--- src/rtl/cmd_frame_decoder.sv ---
// ---------------------------------------------------------------------------
// cmd_frame_decoder
//   Receive-side command parser for the system controller. It takes bytes
//   from the UART RX path, which are already synchronized into CLK, and
//   assembles command frames. For each frame it issues register-file and ALU
//   strobes.
//
//   Frames (the first byte is the command):
//     AA addr data  : register-file write
//     BB addr       : register-file read
//     CC opa opb fn : write opa->RF[0], write opb->RF[1], then ALU op fn
//     DD fn         : ALU op on the operands already in the register file
//
//   Ports
//     CLK, RST          clock, asynchronous active-low reset
//     RX_P_DATA         received byte
//     RX_D_VLD          one-cycle strobe that qualifies RX_P_DATA
//     RX_ERR            parity/framing error for the current byte
//     WrEn, RdEn        single-cycle register-file strobes
//     Address, WrData   register-file address and write data (held between strobes)
//     ALU_EN, ALU_FUN   single-cycle ALU strobe and function (ALU_FUN held)
//     CLK_EN            ALU clock-gate enable
//     BUSY              a frame is in progress
//     CMD_DONE, CMD_ERR single-cycle completion / error pulses
//
//   Build option: define CMD_TIMEOUT_EN to add an inter-byte watchdog. The
//   watchdog drops a stalled frame after TIMEOUT_CYCLES cycles.
// ---------------------------------------------------------------------------
module cmd_frame_decoder #(
    parameter int DATA_WIDTH     = 8,
    parameter int ADDR_SIZE      = 4,
    parameter int FUNC_WIDTH     = 4,
    parameter int TIMEOUT_CYCLES = 65535
) (
    input  logic                  CLK,
    input  logic                  RST,
    input  logic [DATA_WIDTH-1:0] RX_P_DATA,
    input  logic                  RX_D_VLD,
    input  logic                  RX_ERR,
    output logic                  WrEn,
    output logic                  RdEn,
    output logic [ADDR_SIZE-1:0]  Address,
    output logic [DATA_WIDTH-1:0] WrData,
    output logic                  ALU_EN,
    output logic [FUNC_WIDTH-1:0] ALU_FUN,
    output logic                  CLK_EN,
    output logic                  BUSY,
    output logic                  CMD_DONE,
    output logic                  CMD_ERR
);

    localparam logic [DATA_WIDTH-1:0] CMD_WR     = DATA_WIDTH'(8'hAA);
    localparam logic [DATA_WIDTH-1:0] CMD_RD     = DATA_WIDTH'(8'hBB);
    localparam logic [DATA_WIDTH-1:0] CMD_ALU_OP = DATA_WIDTH'(8'hCC);
    localparam logic [DATA_WIDTH-1:0] CMD_ALU_NO = DATA_WIDTH'(8'hDD);

    typedef enum logic [2:0] {
        S_IDLE,
        S_WR_ADDR,
        S_WR_DATA,
        S_RD_ADDR,
        S_ALU_OPA,
        S_ALU_OPB,
        S_ALU_FUN
    } state_t;

    state_t                state, state_d;
    logic [ADDR_SIZE-1:0]  wr_addr, wr_addr_d;
    logic                  wr_en_d, rd_en_d, alu_en_d, done_d, err_d, clk_en_d;
    logic [ADDR_SIZE-1:0]  addr_d;
    logic [DATA_WIDTH-1:0] wdata_d;
    logic [FUNC_WIDTH-1:0] fun_d;
    logic                  byte_ok, byte_bad;

    assign byte_ok  = RX_D_VLD && !RX_ERR;
    assign byte_bad = RX_D_VLD &&  RX_ERR;

`ifdef CMD_TIMEOUT_EN
    localparam int TW = $clog2(TIMEOUT_CYCLES + 1);

    logic [TW-1:0] to_cnt;
    logic          timeout;

    // A byte that arrives in the timeout cycle takes priority, so the
    // watchdog only fires on a cycle with no RX_D_VLD.
    assign timeout = (state != S_IDLE) && !RX_D_VLD &&
                     (to_cnt == TW'(TIMEOUT_CYCLES - 1));

    always_ff @(posedge CLK or negedge RST) begin
        if (!RST)
            to_cnt <= '0;
        else if (RX_D_VLD || state == S_IDLE || timeout)
            to_cnt <= '0;
        else
            to_cnt <= to_cnt + TW'(1);
    end
`else
    // No watchdog in this build: a partial frame waits indefinitely.
    localparam int unused_timeout_cycles = TIMEOUT_CYCLES;
`endif

    // State and all outputs are registered together. As a result, every
    // strobe appears in the cycle after the byte that caused it.
    always_ff @(posedge CLK or negedge RST) begin
        if (!RST) begin
            state    <= S_IDLE;
            wr_addr  <= '0;
            WrEn     <= 1'b0;
            RdEn     <= 1'b0;
            Address  <= '0;
            WrData   <= '0;
            ALU_EN   <= 1'b0;
            ALU_FUN  <= '0;
            CLK_EN   <= 1'b0;
            BUSY     <= 1'b0;
            CMD_DONE <= 1'b0;
            CMD_ERR  <= 1'b0;
        end else begin
            state    <= state_d;
            wr_addr  <= wr_addr_d;
            WrEn     <= wr_en_d;
            RdEn     <= rd_en_d;
            Address  <= addr_d;
            WrData   <= wdata_d;
            ALU_EN   <= alu_en_d;
            ALU_FUN  <= fun_d;
            CLK_EN   <= clk_en_d;
            BUSY     <= (state_d != S_IDLE);
            CMD_DONE <= done_d;
            CMD_ERR  <= err_d;
        end
    end

    always_comb begin
        state_d   = state;
        wr_addr_d = wr_addr;
        wr_en_d   = 1'b0;
        rd_en_d   = 1'b0;
        alu_en_d  = 1'b0;
        done_d    = 1'b0;
        err_d     = 1'b0;
        addr_d    = Address;
        wdata_d   = WrData;
        fun_d     = ALU_FUN;

        if (byte_bad) begin
            // A corrupted byte aborts the frame from any state.
            state_d = S_IDLE;
            err_d   = 1'b1;
        end else if (byte_ok) begin
            // Inside a frame every byte is payload, including the
            // command codes.
            unique case (state)
                S_IDLE: begin
                    if (RX_P_DATA == CMD_WR)
                        state_d = S_WR_ADDR;
                    else if (RX_P_DATA == CMD_RD)
                        state_d = S_RD_ADDR;
                    else if (RX_P_DATA == CMD_ALU_OP)
                        state_d = S_ALU_OPA;
                    else if (RX_P_DATA == CMD_ALU_NO)
                        state_d = S_ALU_FUN;
                    else
                        err_d = 1'b1;
                end
                S_WR_ADDR: begin
                    wr_addr_d = RX_P_DATA[ADDR_SIZE-1:0];
                    state_d   = S_WR_DATA;
                end
                S_WR_DATA: begin
                    wr_en_d = 1'b1;
                    addr_d  = wr_addr;
                    wdata_d = RX_P_DATA;
                    done_d  = 1'b1;
                    state_d = S_IDLE;
                end
                S_RD_ADDR: begin
                    rd_en_d = 1'b1;
                    addr_d  = RX_P_DATA[ADDR_SIZE-1:0];
                    done_d  = 1'b1;
                    state_d = S_IDLE;
                end
                S_ALU_OPA: begin
                    wr_en_d = 1'b1;
                    addr_d  = ADDR_SIZE'(0);
                    wdata_d = RX_P_DATA;
                    state_d = S_ALU_OPB;
                end
                S_ALU_OPB: begin
                    wr_en_d = 1'b1;
                    addr_d  = ADDR_SIZE'(1);
                    wdata_d = RX_P_DATA;
                    state_d = S_ALU_FUN;
                end
                S_ALU_FUN: begin
                    alu_en_d = 1'b1;
                    fun_d    = RX_P_DATA[FUNC_WIDTH-1:0];
                    done_d   = 1'b1;
                    state_d  = S_IDLE;
                end
                default: state_d = S_IDLE;
            endcase
`ifdef CMD_TIMEOUT_EN
        end else if (timeout) begin
            state_d = S_IDLE;
            err_d   = 1'b1;
`endif
        end

        // The ALU clock runs while waiting for the function byte and
        // through the ALU_EN cycle. It stops on the cycle after ALU_EN.
        clk_en_d = (state_d == S_ALU_FUN) || alu_en_d;
    end

endmodule

--- config.mk ---
export PLATFORM = sky130hd
export DESIGN_NAME = cmd_frame_decoder
export DESIGN_NICKNAME = d
export VERILOG_FILES = /design/src/rtl/cmd_frame_decoder.sv
export SDC_FILE = /design/constraint.sdc
export NUM_CORES = 1
export LEC_CHECK = 0
export CORE_ASPECT_RATIO = 0.7
export CORE_UTILIZATION = 47
export DETAILED_ROUTE_END_ITERATION = 7
export GPL_ROUTABILITY_DRIVEN = 1
export HOLD_SLACK_MARGIN = 0.03
export MAX_ROUTING_LAYER = met4
export PLACE_DENSITY = 0.87
export SLEW_MARGIN = 20
export SYNTH_ARGS = -nofsm -noshare
export SYNTH_HDL_FRONTEND = slang
export SYNTH_SLANG_ARGS = --single-unit
--- constraint.sdc ---
create_clock -name CLK -period 2.1 [get_ports CLK]
set_input_delay 0.315 -clock CLK [delete_from_list [all_inputs] [get_ports CLK]]
set_output_delay 0.315 -clock CLK [all_outputs]
set_load 0.05 [all_outputs]
-- Yosys cells after proc, flatten, opt, wreduce, memory -nomap -nowiden
Cells that the tools add are included.
- reduce and logical (&&, ||, !) cells: 13
- eq/ne operators: 11
- multiplexer cells: 27
- bitwise logic cells: 1
- operators with widths (kind ; number):
    == test 8 bit, second input constant ; 4
    two-way mux 1 bit ; 19
    two-way mux 3 bit ; 6
    case mux 4 bit (4 select lines) ; 1
    == test 3 bit, second input constant ; 4
    case mux 3 bit (4 select lines) ; 1
    AND reduction 3 bit ; 4
    == test 3 x 2 -> 1 bit, second input constant ; 2
    OR reduction 3 bit ; 2
    nonzero test 4 bit ; 1
    == test 3 x 1 -> 1 bit, second input constant ; 1
    zero test 3 bit ; 1
    nonzero test 3 bit ; 1
    logical AND 1 bit ; 2
    zero test 1 bit ; 1
    logical OR 1 bit ; 1
    NOT 1 bit ; 1
- register bits: 30
- word-level logic and storage cells: 64

-- Longest topological paths before layout
- depth in word-level cells: 10
- mapped depth: 6
- gate-level depth less buffers: 5

-- Worst setup path before layout
No wires, ideal clock.
- kind: register to register
- from: reg state[0]
- to: reg wr_addr[0]
- setup slack: 0.610 ns
- stages on the path, launching flop included: 6
- period minus slack after synthesis: 1.490 ns
- arrival time: 1.365 ns
- required time: 1.975 ns
- path buffers: 2
- library setup time: 0.125 ns
- cells stage by stage: dfrtp_1 > buf_6 > inv_2 > or4_4 > buf_6 > mux2_4
- word-level cells in the longest chain between the ends: 2
- ends and longest elaborated chain (item ; line ; RTL):
    start: declaration ; 67 ; state_t state, state_d;
    start signal: assignment ; 119 ; state <= state_d;
    == test 3 x 1 -> 1 bit ; 153 ; unique case (state)
    AND reduction 3 bit (no source line) ; -- ;
    end signal: assignment ; 120 ; wr_addr <= wr_addr_d;
    end: declaration ; 68 ; logic [ADDR_SIZE-1:0] wr_addr, wr_addr_d;
Every way passes these cells.
A chain may end at the register's enable or synchronous reset.

-- Worst setup path after layout
- from: in RX_P_DATA[1]
- to: reg CMD_ERR
- word-level cells in the longest chain between the ends: 8
- elaborated cells on any way between the ends: 11
- classes of those cells: eq/ne (4); mux (7)
- ends and longest elaborated chain (item ; line ; RTL):
    start: declaration ; 37 ; input logic [DATA_WIDTH-1:0] RX_P_DATA,
    == test 8 bit ; 161 ; else if (RX_P_DATA == CMD_ALU_NO)
    two-way mux 1 bit ; 161 ;
    two-way mux 1 bit ; 159 ; else if (RX_P_DATA == CMD_ALU_OP)
    two-way mux 1 bit ; 157 ; else if (RX_P_DATA == CMD_RD)
    two-way mux 1 bit (*) ; 155 ; if (RX_P_DATA == CMD_WR)
    two-way mux 1 bit (*) ; 153 ;
    two-way mux 1 bit (*) ; 150 ; end else if (byte_ok) begin
    two-way mux 1 bit (*) ; 146 ; if (byte_bad) begin
    via err_d ; 69 ; logic wr_en_d, rd_en_d, alu_en_d, done_d, err_d, clk_en_d;
    end signal: assignment ; 130 ; CMD_ERR <= err_d;
    end: declaration ; 49 ; output logic CMD_ERR
The timed path passes the listed nets; every way through them passes the cells marked *.

==> results.ini <==
[floorplanning]
core_area_um2=2590
die_area_um2=3120
pin_count=35
floorplan.die.height_um=47.0
initial_cell_density_of_the_core=0.525
num_rows=15
dieWidth_um=66.3

[clock_tree]
htree_levels=2
ctsRootBufferMaster=clkbuf_8
cts_inserted_buffers=5
cts.reportedPaths.clkPinSlew_ns=0.06
cts.repair_timing.setup_buffer_count=0
cts_tree=done
cts_num_sinks=30
clkLatencyLatePin_ns=0.28
cts-resized-gates=0
cts.hold.buffers_added=0
cts-root-to-sink-buffers=2

[power_and_ir_drop]
power_frac_clock=0.369
power_report.internal_total_mw=1.09
power-per-cell-area_nw_per_um2=811
worst_ir_drop_vdd_mv=0.709
power_leakage_nw=0.859
power_frac_seq=0.427
switching_share=0.280
comb_power_share=0.204
p_switching_mw=0.426

[setup_path]
crit_path_cells=clkdlybuf4s50_1, and4bb_2, or2_1, a2111oi_0, o21a_1
crit_path_start_kind=input port
crit_path_top_delay_cell=a2111oi_0
worstPathArrival_ns=2.02
worst_setup_path_end_kind=flip-flop
crit_buf_inv=1
worst-setup-path-type=in2reg
critical_path.max_fanout=3
ff2ff_setup_slack_ns=0.32
critPathRequiredTime_ns=2.32
cp_top_delay_family=compound AO/OA/AOI/OAI gates
critical_path.max_stage_delay_ns=0.53

[sta]
clock-skew-final_ns=0.00408
final-setup-viol-count=0
final_cycle_utilization_of_the_critical_path=0.857
setup_ws_ns=0.300
fin_crit_ns=1.80
timing.final.max_slew_violations=0
unrepaired_setup_endpoints_after_global_routing=no
worst-slew-pin-transition_ns=0.554
slew_headroom=0.621
achievable_freq_ghz=0.556
final-hold-violation-count=0
final_layout_setup_total_negative_slack_ns=0

[routing]
antenna_left=0
drt_first_pass_iters=4
drcViolationCount=0
drt_iter0_markers=58
route.vias.total=1046
detail_route.wirelength_um=2950
routed_wire_length_per_instance_um=15.5
viasPerCell=5.51

[placed_design]
port_buffers=34
gp_congestion=0.828
dp_worst_setup_slack_ns=0.0123
dpl.hpwl_um=2190

[grt]
grt_pass1_vias=1004
gr-usage-met1=0.293
grt.total_usage=0.227
met3_usage=0.0655
gr-usage-met2=0.318
antenna_violations_before_repair=0
grt_first_pass_wirelength_um=4660
grt_start_max_net_pins=31
gr_busiest_metal=met2
grt_remaining_overflow=0

[yosys]
synth_enable_flop_cells=0
yosysTopAreaCell=dfrtp_1
syn_area_um2=1360
synth_fp_nets=123
yosysTopAreaCellShare=0.552
synth_top_cells_by_area=dfrtp_1, mux2_2, mux2_4, o21ai_0, nand2_1
asyncSetResetFlopFracSynth=1.00
synth_warnings=0
yosysUniqueCellTypes=40
yosys_register_bits=30
ys_dominant_reg_cell=dfrtp_1
yosys.cell_count.top_type=dfrtp_1
seq_area_frac_synth=0.552
synthCells=111
avgSynthCellArea_um2=12.3
synth.cells.most_frequent=dfrtp_1, nand2_1, o21ai_0

[min_path]
worst_hold_path_type=in2async

[layout]
area_delta_synth_final_pct=37.6
design.final.nets=167
num_antenna_cells=0
fraction_of_final_layout_cells_with_drive_strength_greater_than_1=0.250
fillCellCount=188

[run_status]
status=complete, no violations

[job]
max_cap_viol_count=0

## layout make-up
cell class,count,area [µm²],share of cell area
clock buffer,5,68.8,0.0368
multi-input combinational,71,554,0.296
inverter,6,22.5,0.0120
tap,34,42.5,0.0227
timing repair buffer,41,393,0.210
sequential,30,751,0.401
clock inverter,3,40.0,0.0214
## through the flow
step	hold slack (ns)	std cells	cell area [µm²]	total power, mW	utilization
final	0.416	190	1870	1.52	0.723
after global routing	0.453	190	1870	1.57	0.723
after CTS	0.430	190	1870	1.53	0.723
after detailed placement	0.476	182	1760	0.969	0.681
after global placement	0.463	182	1760	0.960	0.681
after floorplan	0.0194	111	1360	0.835	-
## worst reg2reg max path: stages (launching register included)
cell,delay [ns]
dfrtp_1,0.61
nand2b_1,0.26
o21ai_1,0.09
nand2_1,0.31
mux2_2,0.39
## power groups by stage
stage,clock [mW],sequential [mW],combinational (mW)
detailed placement,0,0.658,0.310
CTS,0.571,0.648,0.312
floorplan,0,0.774,0.0610
global route,0.595,0.654,0.326
global placement,0,0.655,0.304
finish,0.560,0.649,0.309
## cells in the final DEF, fill, tap and decap left out, drive strengths merged, types with 2 or more instances in the layout
cell type and count:
clkdlybuf4s50 34, dfrtp 30, mux2 13, nand2 11, o21ai 10, buf 7, nor2 6, inv 6
clkbuf 5, a31oi 3, nand2b 3, clkinv 2, and4bb 2, o22a 2
## state kept, by name (all words and copies together), names as in the netlist
signal	cells
CMD_ERR	1
ALU_EN	1
WrData	8
wr_addr	4
BUSY	1
WrEn	1
RdEn	1
CMD_DONE	1
CLK_EN	1
Address	4
ALU_FUN	4
state	3
## metal layers
metal | up-vias | wire length (µm) | share of wire
li1 | 485 | - | -
met1 | 511 | 1370 | 0.46
met2 | 42 | 1330 | 0.45
met3 | 8 | 192 | 0.065
met4 | 0 | 55 | 0.019
met5 | - | 0 | 0
## path summary, 6_finish.rpt
check | startpoint | endpoint | depth (start not counted)
worst min-delay path | RST | ALU_FUN[2] | 2
worst min register to register | wr_addr[3] | wr_addr[3] | 2
worst max register to register | state[1] | WrData[4] | 4
min in group CLK | wr_addr[3] | wr_addr[3] | 2
max in group asynchronous | RST | Address[0] | 2
worst max-delay path | RX_P_DATA[1] | CMD_ERR | 5
## cells by family after synthesis
logic type      share of synthesized area
flops                               0.552
compound gates                      0.130
xor+xnor                          0.00644
buf+inv                            0.0405
mux                                 0.121
simple gates                        0.150
No activity file was read; power rests on OpenSTA's default activity.
